`src/rtl/card_arb_pkg.sv`:
```
// Shared types and defaults for the round-robin card arbiter.
// Optional burst limiting is enabled by defining CARD_ARB_BURST_LIMIT_EN.
package card_arb_pkg;

  typedef enum logic {
    IDLE = 1'b0,
    BUSY = 1'b1
  } state_t;

  localparam int DEF_N_REQ     = 8;
  localparam int DEF_DATA_W    = 64;
  localparam int DEF_MAX_BURST = 16;

  function automatic int id_w(input int n);
    return (n > 1) ? $clog2(n) : 1;
  endfunction

endpackage

```
`src/rtl/card_rr_pick.sv`:
```
// Rotating priority encoder: first set request after last_grant.
// Pure combinational; shared by the arbiter top.
module card_rr_pick
  import card_arb_pkg::*;
#(
  parameter int N_REQ = DEF_N_REQ,
  parameter int ID_W  = id_w(N_REQ)
) (
  input  logic [N_REQ-1:0] req,
  input  logic [ID_W-1:0]  last_grant,
  output logic [ID_W-1:0]  pick,
  output logic             any
);

  // Scan circularly starting one past the previous winner.
  always_comb begin
    pick = '0;
    any  = 1'b0;
    for (int k = 1; k <= N_REQ; k++) begin
      if (!any && req[(int'(last_grant) + k) % N_REQ]) begin
        any  = 1'b1;
        pick = ID_W'((int'(last_grant) + k) % N_REQ);
      end
    end
  end

endmodule

```
`src/rtl/card_rr_arbiter.sv`:
```
// Packet-level round-robin arbiter onto one AXI-stream master.
// Define CARD_ARB_BURST_LIMIT_EN to cap each grant at MAX_BURST beats.
module card_rr_arbiter
  import card_arb_pkg::*;
#(
  parameter int N_REQ     = DEF_N_REQ,
  parameter int DATA_W    = DEF_DATA_W,
  parameter int MAX_BURST = DEF_MAX_BURST
) (
  input  logic                    aclk,
  input  logic                    aresetn,
  input  logic [N_REQ-1:0]        s_valid,
  output logic [N_REQ-1:0]        s_ready,
  input  logic [N_REQ*DATA_W-1:0] s_data,
  input  logic [N_REQ-1:0]        s_last,
  output logic [DATA_W-1:0]       m_tdata,
  output logic                    m_tvalid,
  input  logic                    m_tready,
  output logic                    m_tlast
);

  localparam int ID_W = id_w(N_REQ);

  if (MAX_BURST < 1) begin : g_burst_chk
    $error("MAX_BURST must be at least 1");
  end

  state_t          state;
  state_t          state_nx;
  logic [ID_W-1:0] grant;
  logic [ID_W-1:0] last_grant;
  logic [ID_W-1:0] pick;
  logic            any;
  logic            open_out;
  logic            take;
  logic            rel;
  logic [DATA_W-1:0] sel_data;
  logic [DATA_W-1:0] beat_data;

  card_rr_pick #(
    .N_REQ (N_REQ),
    .ID_W  (ID_W)
  ) u_pick (
    .req        (s_valid),
    .last_grant (last_grant),
    .pick       (pick),
    .any        (any)
  );

  assign open_out = !m_tvalid || m_tready;
  assign sel_data = s_data[int'(grant)*DATA_W +: DATA_W];
  assign take     = (state == BUSY) && s_valid[grant] && open_out;

  // Tag the outgoing beat with the winning requester index.
  always_comb begin
    beat_data = sel_data;
    beat_data[ID_W-1:0] = grant;
  end

  // Only the granted requester sees ready, and only in BUSY.
  always_comb begin
    s_ready = '0;
    if (state == BUSY) s_ready[grant] = open_out;
  end

`ifdef CARD_ARB_BURST_LIMIT_EN
  localparam int CNT_W = $clog2(MAX_BURST + 1);

  logic [CNT_W-1:0] beat_cnt;
  logic             burst_end;

  assign burst_end = (beat_cnt == CNT_W'(MAX_BURST - 1));
  assign rel       = take && (s_last[grant] || burst_end);

  // Beats moved under the current grant; cleared on release.
  always_ff @(posedge aclk or negedge aresetn) begin
    if (!aresetn)  beat_cnt <= '0;
    else if (take) beat_cnt <= rel ? '0 : beat_cnt + 1'b1;
  end
`else
  assign rel = take && s_last[grant];
`endif

  // FSM state register.
  always_ff @(posedge aclk or negedge aresetn) begin
    if (!aresetn) state <= IDLE;
    else          state <= state_nx;
  end

  // Arbitrate in IDLE, hold the grant in BUSY until release.
  always_comb begin
    state_nx = state;
    unique case (state)
      IDLE: if (any) state_nx = BUSY;
      BUSY: if (rel) state_nx = IDLE;
    endcase
  end

  // Grant capture and round-robin pointer.
  always_ff @(posedge aclk or negedge aresetn) begin
    if (!aresetn) begin
      grant      <= '0;
      last_grant <= ID_W'(N_REQ - 1);
    end else begin
      if (state == IDLE && any) grant <= pick;
      if (rel) last_grant <= grant;
    end
  end

  // Output register: load on transfer, drain on downstream ready.
  always_ff @(posedge aclk or negedge aresetn) begin
    if (!aresetn) begin
      m_tdata  <= '0;
      m_tlast  <= 1'b0;
      m_tvalid <= 1'b0;
    end else if (take) begin
      m_tdata  <= beat_data;
      m_tlast  <= s_last[grant];
      m_tvalid <= 1'b1;
    end else if (m_tready) begin
      m_tvalid <= 1'b0;
    end
  end

endmodule

```
`config.mk`:
```
export PLATFORM = sky130hd
export DESIGN_NAME = card_rr_arbiter
export DESIGN_NICKNAME = d
export VERILOG_FILES = /design/src/rtl/card_arb_pkg.sv /design/src/rtl/card_rr_pick.sv /design/src/rtl/card_rr_arbiter.sv
export SDC_FILE = /design/constraint.sdc
export NUM_CORES = 1
export LEC_CHECK = 0
export CORE_AREA = 3 3 231 233
export DETAILED_ROUTE_END_ITERATION = 16
export DIE_AREA = 0 0 234 236
export PLACE_DENSITY = 0.53
export SETUP_SLACK_MARGIN = 0.4
export SLEW_MARGIN = 20
export SYNTH_ARGS = -nofsm -noshare
export SYNTH_HDL_FRONTEND = slang
export SYNTH_SLANG_ARGS = --single-unit
```
`constraint.sdc`:
```
create_clock -name aclk -period 7.2 [get_ports aclk]
set_input_delay 0.72 -clock aclk [delete_from_list [all_inputs] [get_ports aclk]]
set_output_delay 0.72 -clock aclk [all_outputs]
set_load 0.02 [all_outputs]
```
# Word level (Yosys, flattened, before mapping)
# Cells that the tools add are included.
[op_classes]
n_addsub = 8
multipliers = 0
n_div = 0
n_lt_le_gt_ge = 10
n_eq_ne = 0
shifts = 1
muxes = 52
bitwise_logic = 10
reduce_logical = 30
[ops]
columns = ["operator", "count"]
rows = [
  ["$shiftx A512 B10 Y64", 1],
  ["$lt A4 B5 Y1 const B", 8],
  ["$mux W1", 31],
  ["$bmux W1 S3", 10],
  ["$mux W3", 8],
  ["$reduce_or A3 Y1", 8],
  ["$add A3 B3 Y3 const B", 4],
  ["$logic_and A1 B1 Y1", 12],
  ["$and A1 B1 Y1 const A", 8],
  ["$and A8 B8 Y8", 1],
  ["$logic_not A1 Y1", 8],
  ["$mux W8", 1],
  ["$add A3 B1 Y3 const B", 2],
  ["$add A3 B2 Y3 const B", 2],
  ["$lt A3 B4 Y1 const B", 1],
  ["$demux W1 S3", 1],
  ["$ge A3 B1 Y1 const B", 1],
  ["$pmux W1 S2", 1],
  ["$reduce_bool A2 Y1", 1],
  ["$logic_or A1 B1 Y1", 1],
  ["$not A1 Y1", 1],
]
[word_totals]
reg_bits = 73
latch_bits = 0
mem_bits_rw = 0
romBits = 0
inputBits = 531
word_cells = 117
mem_count = 0

# Depth between registers and ports, before layout
# Gate-level depths: netlist of the first run.
[logic_depth]
depth_word = 30
depth_mapped = 12
depth_no_buf = 9

# Modules after synthesis
# Synthesis of the first run repeated with hierarchy kept, for this count alone.
[hier_totals]
cells_unflattened = 495
hier_area_um2 = 7633.6
[modules_own_cells]
columns = ["module", "instances", "cells_each", "area_per_inst_um2", "seq_area_each_um2"]
rows = [
  ["card_rr_arbiter", 1, 402, 6847.8, 1830.5],
  ["card_rr_pick", 1, 93, 785.8, 0.0],
]

# Worst setup path before layout of the first run
# No wires, ideal clock.
[synth_path]
path_kind = "reg2reg"
start = "register last_grant[0]"
end = "register grant[0]"
setup_time_ns = 0.125
arrival_time_ns = 2.636
required_time_ns = 7.075
slack_ns = 4.439
path_stages_with_launch = 11
path_buffers = 3
synth_period_minus_slack_ns = 2.761
cell_sequence = "dfstp_2 > buf_6 > buf_8 > inv_1 > ha_1 > buf_2 > mux4_2 > mux2_2 > nor3_2 > a21oi_2 > mux2_4"
[synth_via]
elab_chain_cells = 27
elab_cells_between_ends = 63
classes_between = "8 x add/sub; 40 x mux; 15 x reduce/logical"
[synth_rtl]
columns = ["element", "line_no", "source"]
rows = [
  ["start, declared", "card_rr_arbiter.sv:31", "logic [ID_W-1:0] last_grant;"],
  ["start signal, assigned", "card_rr_arbiter.sv:103", "last_grant <= ID_W'(N_REQ - 1);"],
  ["start signal, assigned", "card_rr_arbiter.sv:106", "if (rel) last_grant <= grant;"],
  ["$add A3 B1 Y3", "card_rr_pick.sv:20, card_rr_pick.sv:22", ""],
  ["$bmux W1 S3", "card_rr_pick.sv:20", "if (!any && req[(int'(last_grant) + k) % N_REQ]) begin"],
  ["$mux W1 (not written as such) (2 in a row)", "card_rr_pick.sv:20", ""],
  ["$mux W1", "card_rr_pick.sv:20", ""],
  ["$logic_not A1 Y1", "card_rr_pick.sv:20", ""],
  ["$logic_and A1 B1 Y1", "card_rr_pick.sv:20", ""],
  ["$mux W1", "card_rr_pick.sv:20", ""],
  ["$logic_not A1 Y1", "card_rr_pick.sv:20", ""],
  ["[... 10 more ...]", "-", ""],
  ["$mux W1", "card_rr_pick.sv:20", ""],
  ["$logic_not A1 Y1", "card_rr_pick.sv:20", ""],
  ["$logic_and A1 B1 Y1", "card_rr_pick.sv:20", ""],
  ["$mux W1", "card_rr_pick.sv:20", ""],
  ["$logic_not A1 Y1", "card_rr_pick.sv:20", ""],
  ["$logic_and A1 B1 Y1", "card_rr_pick.sv:20", ""],
  ["$mux W1", "card_rr_pick.sv:20", ""],
  ["$logic_and A1 B1 Y1", "card_rr_arbiter.sv:105", "if (state == IDLE && any) grant <= pick;"],
  ["end signal, assigned", "card_rr_arbiter.sv:105", ""],
  ["end, declared", "card_rr_arbiter.sv:30", "logic [ID_W-1:0] grant;"],
]
# Several ways; a longest one is shown, not always the timed one. The select of a mux whose other input is x is not followed.
# A chain may end at the register's enable or synchronous reset.

# Worst setup path in the final report of the first run
# Ends and elaborated chain as after synthesis.

==> results of run 1 <==
==> synthesized netlist by cell type (2+ instances only) <==
library cell | count | area [um2]
a211oi_1 | 2 | 15.0
a21o_1 | 2 | 15.0
a21oi_1 | 67 | 335
a21oi_2 | 3 | 26.3
a22oi_1 | 2 | 15.0
a31oi_1 | 2 | 12.5
and2_1 | 3 | 18.8
buf_1 | 7 | 26.3
buf_2 | 15 | 75.1
clkbuf_1 | 32 | 120
dfrtp_1 | 70 | 1750
dfstp_2 | 3 | 78.8
ha_1 | 2 | 25.0
inv_1 | 9 | 33.8
mux2_2 | 7 | 78.8
mux2_4 | 2 | 30.0
mux2i_1 | 67 | 671
mux4_2 | 138 | 3110
nand2_1 | 8 | 30.0
nand2b_1 | 7 | 43.8
nand3_1 | 2 | 10.0
nor2_1 | 79 | 297
nor2b_1 | 4 | 25.0
nor3_1 | 3 | 15.0
o211ai_1 | 3 | 22.5
o21ai_0 | 4 | 20.0
o21ai_1 | 4 | 20.0
xor2_2 | 2 | 32.5
==> kinds of logic after synthesis <==
| family | after synthesis | synth area share, % |
|---|---|---|
| multiplexers | 216 | 54.5 |
| AND/OR/NAND/NOR | 115 | 7.44 |
| AO/OA/AOI/OAI | 95 | 7.51 |
| flip-flops | 73 | 25.4 |
| buffers and inverters | 67 | 4.12 |
| XOR/XNOR | 3 | 0.574 |
| adder cells (fa/ha/maj) | 2 | 0.348 |
==> registers in the layout (all words and copies together), names as in the netlist <==
signal and cells:
m_tvalid 1, m_tdata 64, last_grant 3, m_tlast 1, state 1, grant 3
==> worst paths after layout <==
check	endpoint	slack (ns)	cells after the start
setup reg to reg	grant[0]$_DFFE_PN0P_	3.85	9
setup / recovery	grant[0]$_DFFE_PN0P_	3.85	9
min in group aclk	m_tdata[2]$_DFFE_PN0P_	0.52	1
hold reg to reg	m_tdata[2]$_DFFE_PN0P_	0.52	1
hold / removal	m_tdata[47]$_DFFE_PN0P_	0.32	1
max in group asynchronous	grant[0]$_DFFE_PN0P_	5.76	2
==> worst register-to-register path: cells and delay by family, from the launching register on <==
kind / cells / cell delay (ns)
multiplexers: 3 / 1.09
AO/OA/AOI/OAI: 3 / 0.34
AND/OR/NAND/NOR: 1 / 0.13
flip-flops: 1 / 0.82
buffers and inverters: 1 / 0.19
adder cells (fa/ha/maj): 1 / 0.66
==> layout by cell type (no fill, tap or decap), drive strengths merged, types with 2 or more instances in the layout <==
| cell type | count |
|---|---|
| clkdlybuf4s50 | 579 |
| a211oi | 2 |
| o211ai | 4 |
| mux2 | 9 |
| bufinv | 2 |
| a22oi | 2 |
| diode | 5 |
| dfrtp | 70 |
| clkinv | 2 |
| clkbuf | 10 |
| buf | 8 |
| o21ai | 8 |
| nand3 | 3 |
| nand2 | 8 |
| a21oi | 70 |
| nor3 | 5 |
| nor2 | 79 |
| xor2 | 2 |
| a31oi | 2 |
| and2 | 3 |
| mux4 | 138 |
| mux2i | 69 |
| dfstp | 3 |
| a21o | 2 |
| nor2b | 4 |
| ha | 2 |
| clkinvlp | 2 |
| nand2b | 7 |
| inv | 9 |
==> cell type report <==
cell class / instances / area [um2] / share of cell area, %
tap: 680 / 851 / 6.08
timing repair buffer: 587 / 5860 / 41.9
sequential: 73 / 1840 / 13.2
clock buffer: 10 / 229 / 1.64
antenna: 5 / 12.5 / 0.0895
clock inverter: 6 / 92.6 / 0.662
multi-input combinational: 431 / 5070 / 36.3
inverter: 9 / 33.8 / 0.242
==> metal layers <==
metal  part of all wire (%)  wire length [um]  track usage [%]  vias up
li1                       -                 -                -     3377
met1                     40             16200             17.0     3761
met2                     52             21300             25.7      339
met3                    7.2              2950             4.87       26
met4                    1.1               467             3.01        0
met5                      0                 0                0        -
==> power breakdown <==
group / internal, mW / switching (mW) / total [mW]
registers: 0.637 / 0.324 / 0.962
clock network: 0.305 / 0.223 / 0.528
logic: 1.76 / 1.56 / 3.33
total: 2.71 / 2.11 / 4.82
==> stage by stage <==
step	total power [mW]	instances	utilization (%)
6_report	4.82	1801	27.2
5_1_grt	5.20	1798	27.2
4_1_cts	4.93	1796	27.2
3_5_place_dp	4.36	1780	26.6
3_3_place_gp	4.34	1780	26.6
2_1_floorplan	3.13	571	-
==> flow_summary.rst, run 1 <==
.. list-table::
   :header-rows: 1

   * - Metric
     - Value
   * - Status
     - completed
   * - Effective utilization at floorplan
     - 14.0%
   * - Largest delay share family, worst path
     - multiplexers
   * - Area of the die
     - 55200 um2
   * - Final Instance Area
     - 14000 um2
   * - Post-synthesis average cell area
     - 12.6 um2
   * - Num rows
     - 83
   * - Die span in y
     - 236 um
   * - Clock-pin slew on the worst setup and hold paths
     - 0.07 ns
   * - FILL cells
     - 5369
   * - Detailed-router iteration count before antenna repair
     - 4
   * - Worst EP arrival
     - 3.60 ns
   * - Total wire length
     - 41.0 mm
   * - DRC violation count after routing
     - 0
   * - Buffer and inverter count on the worst path
     - 1
   * - Post-synth EDFFs
     - 0
   * - Post CTS Setup Buffer Count
     - 0
   * - Number of placed I/O pins
     - 605
   * - Setup total negative slack
     - 0 ns
   * - IR drop worst, VDD
     - 246 uV
   * - Initial antenna violation count
     - 11
   * - Critical path startpoint category
     - flip-flop
   * - Class of the tightest hold or removal check
     - in -> async
   * - Cts hold-fix bufs
     - 0
   * - Initial drt markers
     - 360
   * - Worst hold slack
     - 0.321 ns
   * - Pin count of the biggest net entering global routing
     - 68
   * - Worst slew pin tran
     - 0.952 ns
   * - FFs w/ async S/R, synth
     - 100%
   * - Required time of the critical path
     - 7.45 ns
   * - Stage delay of the slowest cell on the critical path
     - 0.82 ns
   * - Highest clock rate
     - 0.299 GHz
   * - Die boundary width
     - 234 um
   * - Power density of the placed cells
     - 344 nW/um2
   * - Synth Cell Area
     - 7190 um2
   * - Setup clock skew after layout
     - 0.0114 ns
   * - Final ANT Viol Nets
     - 0
   * - Number of buffers inserted during clock tree synthesis
     - 9
   * - CTS tree
     - built
   * - Final hold violation count
     - 0
   * - Synthesis-to-layout area growth
     - 94.5%
   * - Clock root buffer
     - clkbuf_16
   * - Critical path peak fanout
     - 17
   * - Post-synthesis net count
     - 1104
   * - Number of nets in the final layout
     - 1644
   * - Weighted congestion reported at the end of routability-driven placement
     - 0.964
   * - Deepest clock path buffer count
     - 2
   * - Worst setup slack after placement
     - 3.54 ns
   * - Via count of the routed design
     - 7503
   * - Worst-case setup margin in the final layout
     - 3.85 ns
   * - Aggregate global routing overflow
     - 0
   * - Synthesis warning total
     - 0
   * - Count of instances resized after the clock tree is built
     - 0
   * - Nature of the critical path endpoint
     - flip-flop
   * - PortBufs
     - 580
   * - Relative slew slack
     - 36.6%
   * - Yosys cell types
     - 50
   * - Number of standard cells after synthesis
     - 571
   * - Reg2Reg Launch Point
     - last_grant[0]$_DFFE_PN1N_
   * - Floorplan core area
     - 51400 um2
   * - Startpoint of the worst setup timing path
     - last_grant[0]$_DFFE_PN1N_
   * - #FFs+latches synth
     - 73
   * - Instance area after placement
     - 13700 um2
   * - Final setup violation count
     - 0
   * - Type of the worst setup path
     - reg -> reg
   * - Crit path cell chain
     - inv_1, ha_1, mux4_2, mux2_2, nor2_1, o211ai_2, a31oi_1, o21ai_1, mux2_4
   * - Final critical-path share of the clock period
     - 46.5%
   * - Cell at the slowest stage of the critical path
     - dfstp_2
   * - Crit path time final
     - 3.35 ns
   * - Avg WL per Cell
     - 22.8 um
   * - Number of clock sinks
     - 73
   * - First-pass GRT wire length
     - 57.6 mm
   * - Share of the yosys chip area belonging to registers
     - 25.4%
   * - Ys flop type
     - dfrtp_1
   * - Static leakage
     - 5.07 nW
   * - Total global-route track usage
     - 14.5%
   * - Clk Latency, worst-skew pair
     - 0.38 ns
   * - H-Tree Depth
     - 3
   * - HPWL after DPL
     - 33.5 mm
   * - Fraction of layout instances using a drive strength above 1
     - 17.0%
   * - Number of violations of the max-capacitance limit
     - 0
   * - RSZ-0062 raised after global routing
     - no
   * - Count of final max-slew check failures
     - 0
   * - Number of global-route vias before repair
     - 8191
   * - Mean number of vias per cell
     - 4.17
Power figures use the tool's default switching activity.
==> inputs of run 2 (changes only) <==
CORE_AREA = 3 3 235 237   (was 3 3 231 233)
DIE_AREA = 0 0 238 240   (was 0 0 234 236)
PLACE_DENSITY = 0.52   (was 0.53)
clock period = 3.1 ns   (was 7.2 ns; I/O delays follow)
==> flow_summary.rst, run 2 (synthesis results as in run 1) <==
.. list-table::
   :header-rows: 1

   * - Metric
     - Value
   * - FILL cells
     - 5613
   * - Tot Pwr
     - 11.8 mW
   * - Detailed-router iteration count before antenna repair
     - 5
   * - Die boundary width
     - 238 um
   * - Worst hold slack
     - 0.0361 ns
   * - Num rows
     - 85
   * - Number of nets in the final layout
     - 1662
   * - Deepest clock path buffer count
     - 2
   * - Floorplan core area
     - 53500 um2
   * - Aggregate global routing overflow
     - 0
   * - Leading registers by flop count
     - m_tdata: 64 flops, grant: 3 flops, last_grant: 3 flops
   * - Clock-pin slew on the worst setup and hold paths
     - 0.07 ns
   * - Internal portion of total power
     - 6.82 mW
   * - Number of placed I/O pins
     - 605
   * - Relative slew slack
     - 40.8%
   * - Part of the total power dissipated in sequential elements
     - 16.1%
   * - Die span in y
     - 240 um
   * - Highest clock rate
     - 0.374 GHz
   * - Worst-case setup margin in the final layout
     - 0.424 ns
   * - Number of buffers inserted during clock tree synthesis
     - 9
   * - Area occupied by registers
     - 1840 um2
   * - Initial antenna violation count
     - 5
   * - Mean number of vias per cell
     - 4.10
   * - Number of flip-flops under the largest register name
     - 64
   * - Total instance count after detailed placement
     - 1806
   * - Final setup violation count
     - 0
   * - Largest delay share family, worst path
     - multiplexers
   * - Total global-route track usage
     - 12.4%
   * - First-pass GRT wire length
     - 51.9 mm
   * - Setup total negative slack
     - 0 ns
   * - Fraction of layout instances using a drive strength above 1
     - 18.6%
   * - Effective utilization at floorplan
     - 13.4%
   * - Final ANT Viol Nets
     - 0
   * - Register with the most flip-flops
     - m_tdata
   * - Final Util
     - 26.8%
   * - Class of the tightest hold or removal check
     - in -> async
   * - Clk Latency, worst-skew pair
     - 0.37 ns
   * - Final hold violation count
     - 0
   * - Setup clock skew after layout
     - 0.00547 ns
   * - Type of the worst setup path
     - reg -> reg
   * - Final critical-path share of the clock period
     - 86.3%
   * - Number of violations of the max-capacitance limit
     - 0
   * - Weighted congestion reported at the end of routability-driven placement
     - 0.827
   * - Area of the die
     - 57100 um2
   * - Cell at the slowest stage of the critical path
     - mux4_2
   * - Critical path startpoint category
     - flip-flop
   * - RSZ-0062 raised after global routing
     - yes
   * - Crit path cell chain
     - buf_8, mux4_2, mux2i_4, nand3_4, nor3_4, a32o_1, o21ai_1, a31o_1
   * - CTS tree
     - built
   * - Pin count of the biggest net entering global routing
     - 69
   * - Critical path peak fanout
     - 16
   * - Status
     - completed
   * - Via count of the routed design
     - 7528
   * - Worst EP arrival
     - 2.94 ns
   * - Switching power of the nets
     - 4.97 mW
   * - Leading cell type in the layout, fill and taps excluded
     - clkdlybuf4s50_1
   * - Synthesis-to-layout area growth
     - 99.4%
   * - HPWL after DPL
     - 30.4 mm
   * - DRC violation count after routing
     - 0
   * - Required time of the critical path
     - 3.36 ns
   * - Combinational share of power
     - 71.6%
   * - H-Tree Depth
     - 3
   * - Nature of the critical path endpoint
     - flip-flop
   * - Power density of the placed cells
     - 822 nW/um2
   * - Non-filler instance count after layout
     - 1834
   * - Count of final max-slew check failures
     - 0
   * - Instance area after placement
     - 13800 um2
   * - Total wire length
     - 36.8 mm
   * - Clock power frac
     - 12.3%
   * - Share of total power consumed by net switching
     - 42.2%
   * - Worst setup slack after placement
     - 0.343 ns
   * - Worst slew pin tran
     - 0.888 ns
   * - Buffer and inverter count on the worst path
     - 1
   * - Leading cell types in the layout, fill and taps excluded
     - clkdlybuf4s50_1, mux4_2, nor2_1
   * - IR drop worst, VDD
     - 640 uV
   * - Footprint of the multi-input gates
     - 5140 um2
   * - Crit path time final
     - 2.68 ns
   * - Number of clock sinks
     - 73
   * - Number of global-route vias before repair
     - 8027
   * - Clock root buffer
     - clkbuf_16
   * - Stage delay of the slowest cell on the critical path
     - 0.62 ns
   * - Final Instance Area
     - 14300 um2
   * - PortBufs
     - 580
   * - Initial drt markers
     - 380
   * - Static leakage
     - 5.23 nW
   * - Avg WL per Cell
     - 20.1 um
==> run 2: changes by cell type in the layout (fill, tap and decap cells not counted), moves of 2 or more <==
| cell | before | now |
|---|---|---|
| buf_12 | 0 | 4 |
| buf_4 | 8 | 21 |
| bufinv_16 | 2 | 5 |
| clkinv_4 | 2 | 0 |
==> run 2: power groups by stage <==
stage	clock network [mW]	registers (mW)	logic, mW
after floorplan	0	2.25	5.13
after global placement	0	1.90	8.43
after detailed placement	0	1.92	8.44
after CTS	1.53	1.91	8.57
after global routing	1.54	1.98	9.15
final	1.45	1.90	8.44
==> run 2: layout make-up <==
type / instances / share of cell area [%]
Antenna cell: 4 / 0.0698
Clock buffer: 11 / 1.69
Clock inverter: 5 / 1.05
Inverter: 9 / 0.262
Multi-Input combinational cell: 431 / 35.8
Sequential cell: 73 / 12.8
Tap cell: 696 / 6.07
Timing Repair Buffer: 605 / 42.2
==> run 2: worst paths after layout <==
check                                           from                       to  slack (ns)  cells after the start
max                        last_grant[0]$_DFFE_PN1N_     grant[2]$_DFFE_PN0P_        0.42                      8
min                                          aresetn  m_tdata[42]$_DFFE_PN0P_        0.04                      1
max reg2reg                last_grant[0]$_DFFE_PN1N_     grant[2]$_DFFE_PN0P_        0.42                      8
min reg2reg                   m_tdata[1]$_DFFE_PN0P_   m_tdata[1]$_DFFE_PN0P_        0.52                      1
max in group asynchronous                    aresetn  m_tdata[22]$_DFFE_PN0P_        2.33                      2
min in group aclk             m_tdata[1]$_DFFE_PN0P_   m_tdata[1]$_DFFE_PN0P_        0.52                      1
==> run 2: what timing repair did <==
action                                  in CTS  in global routing
pin swaps                                    1                  7
hold buffers                                 0                  0
endpoints found under the setup margin       3                  3
gates resized for setup                      2                  4
setup buffers                                7                  1
==> run 2: routing by layer <==
layer / global-route usage, % / wire [um] / vias up
met5: 0 / 13 / -
met4: 3.52 / 537 / 2
met3: 4.01 / 3080 / 26
met2: 20.9 / 18400 / 338
met1: 15.2 / 14800 / 3745
li1: - / - / 3417
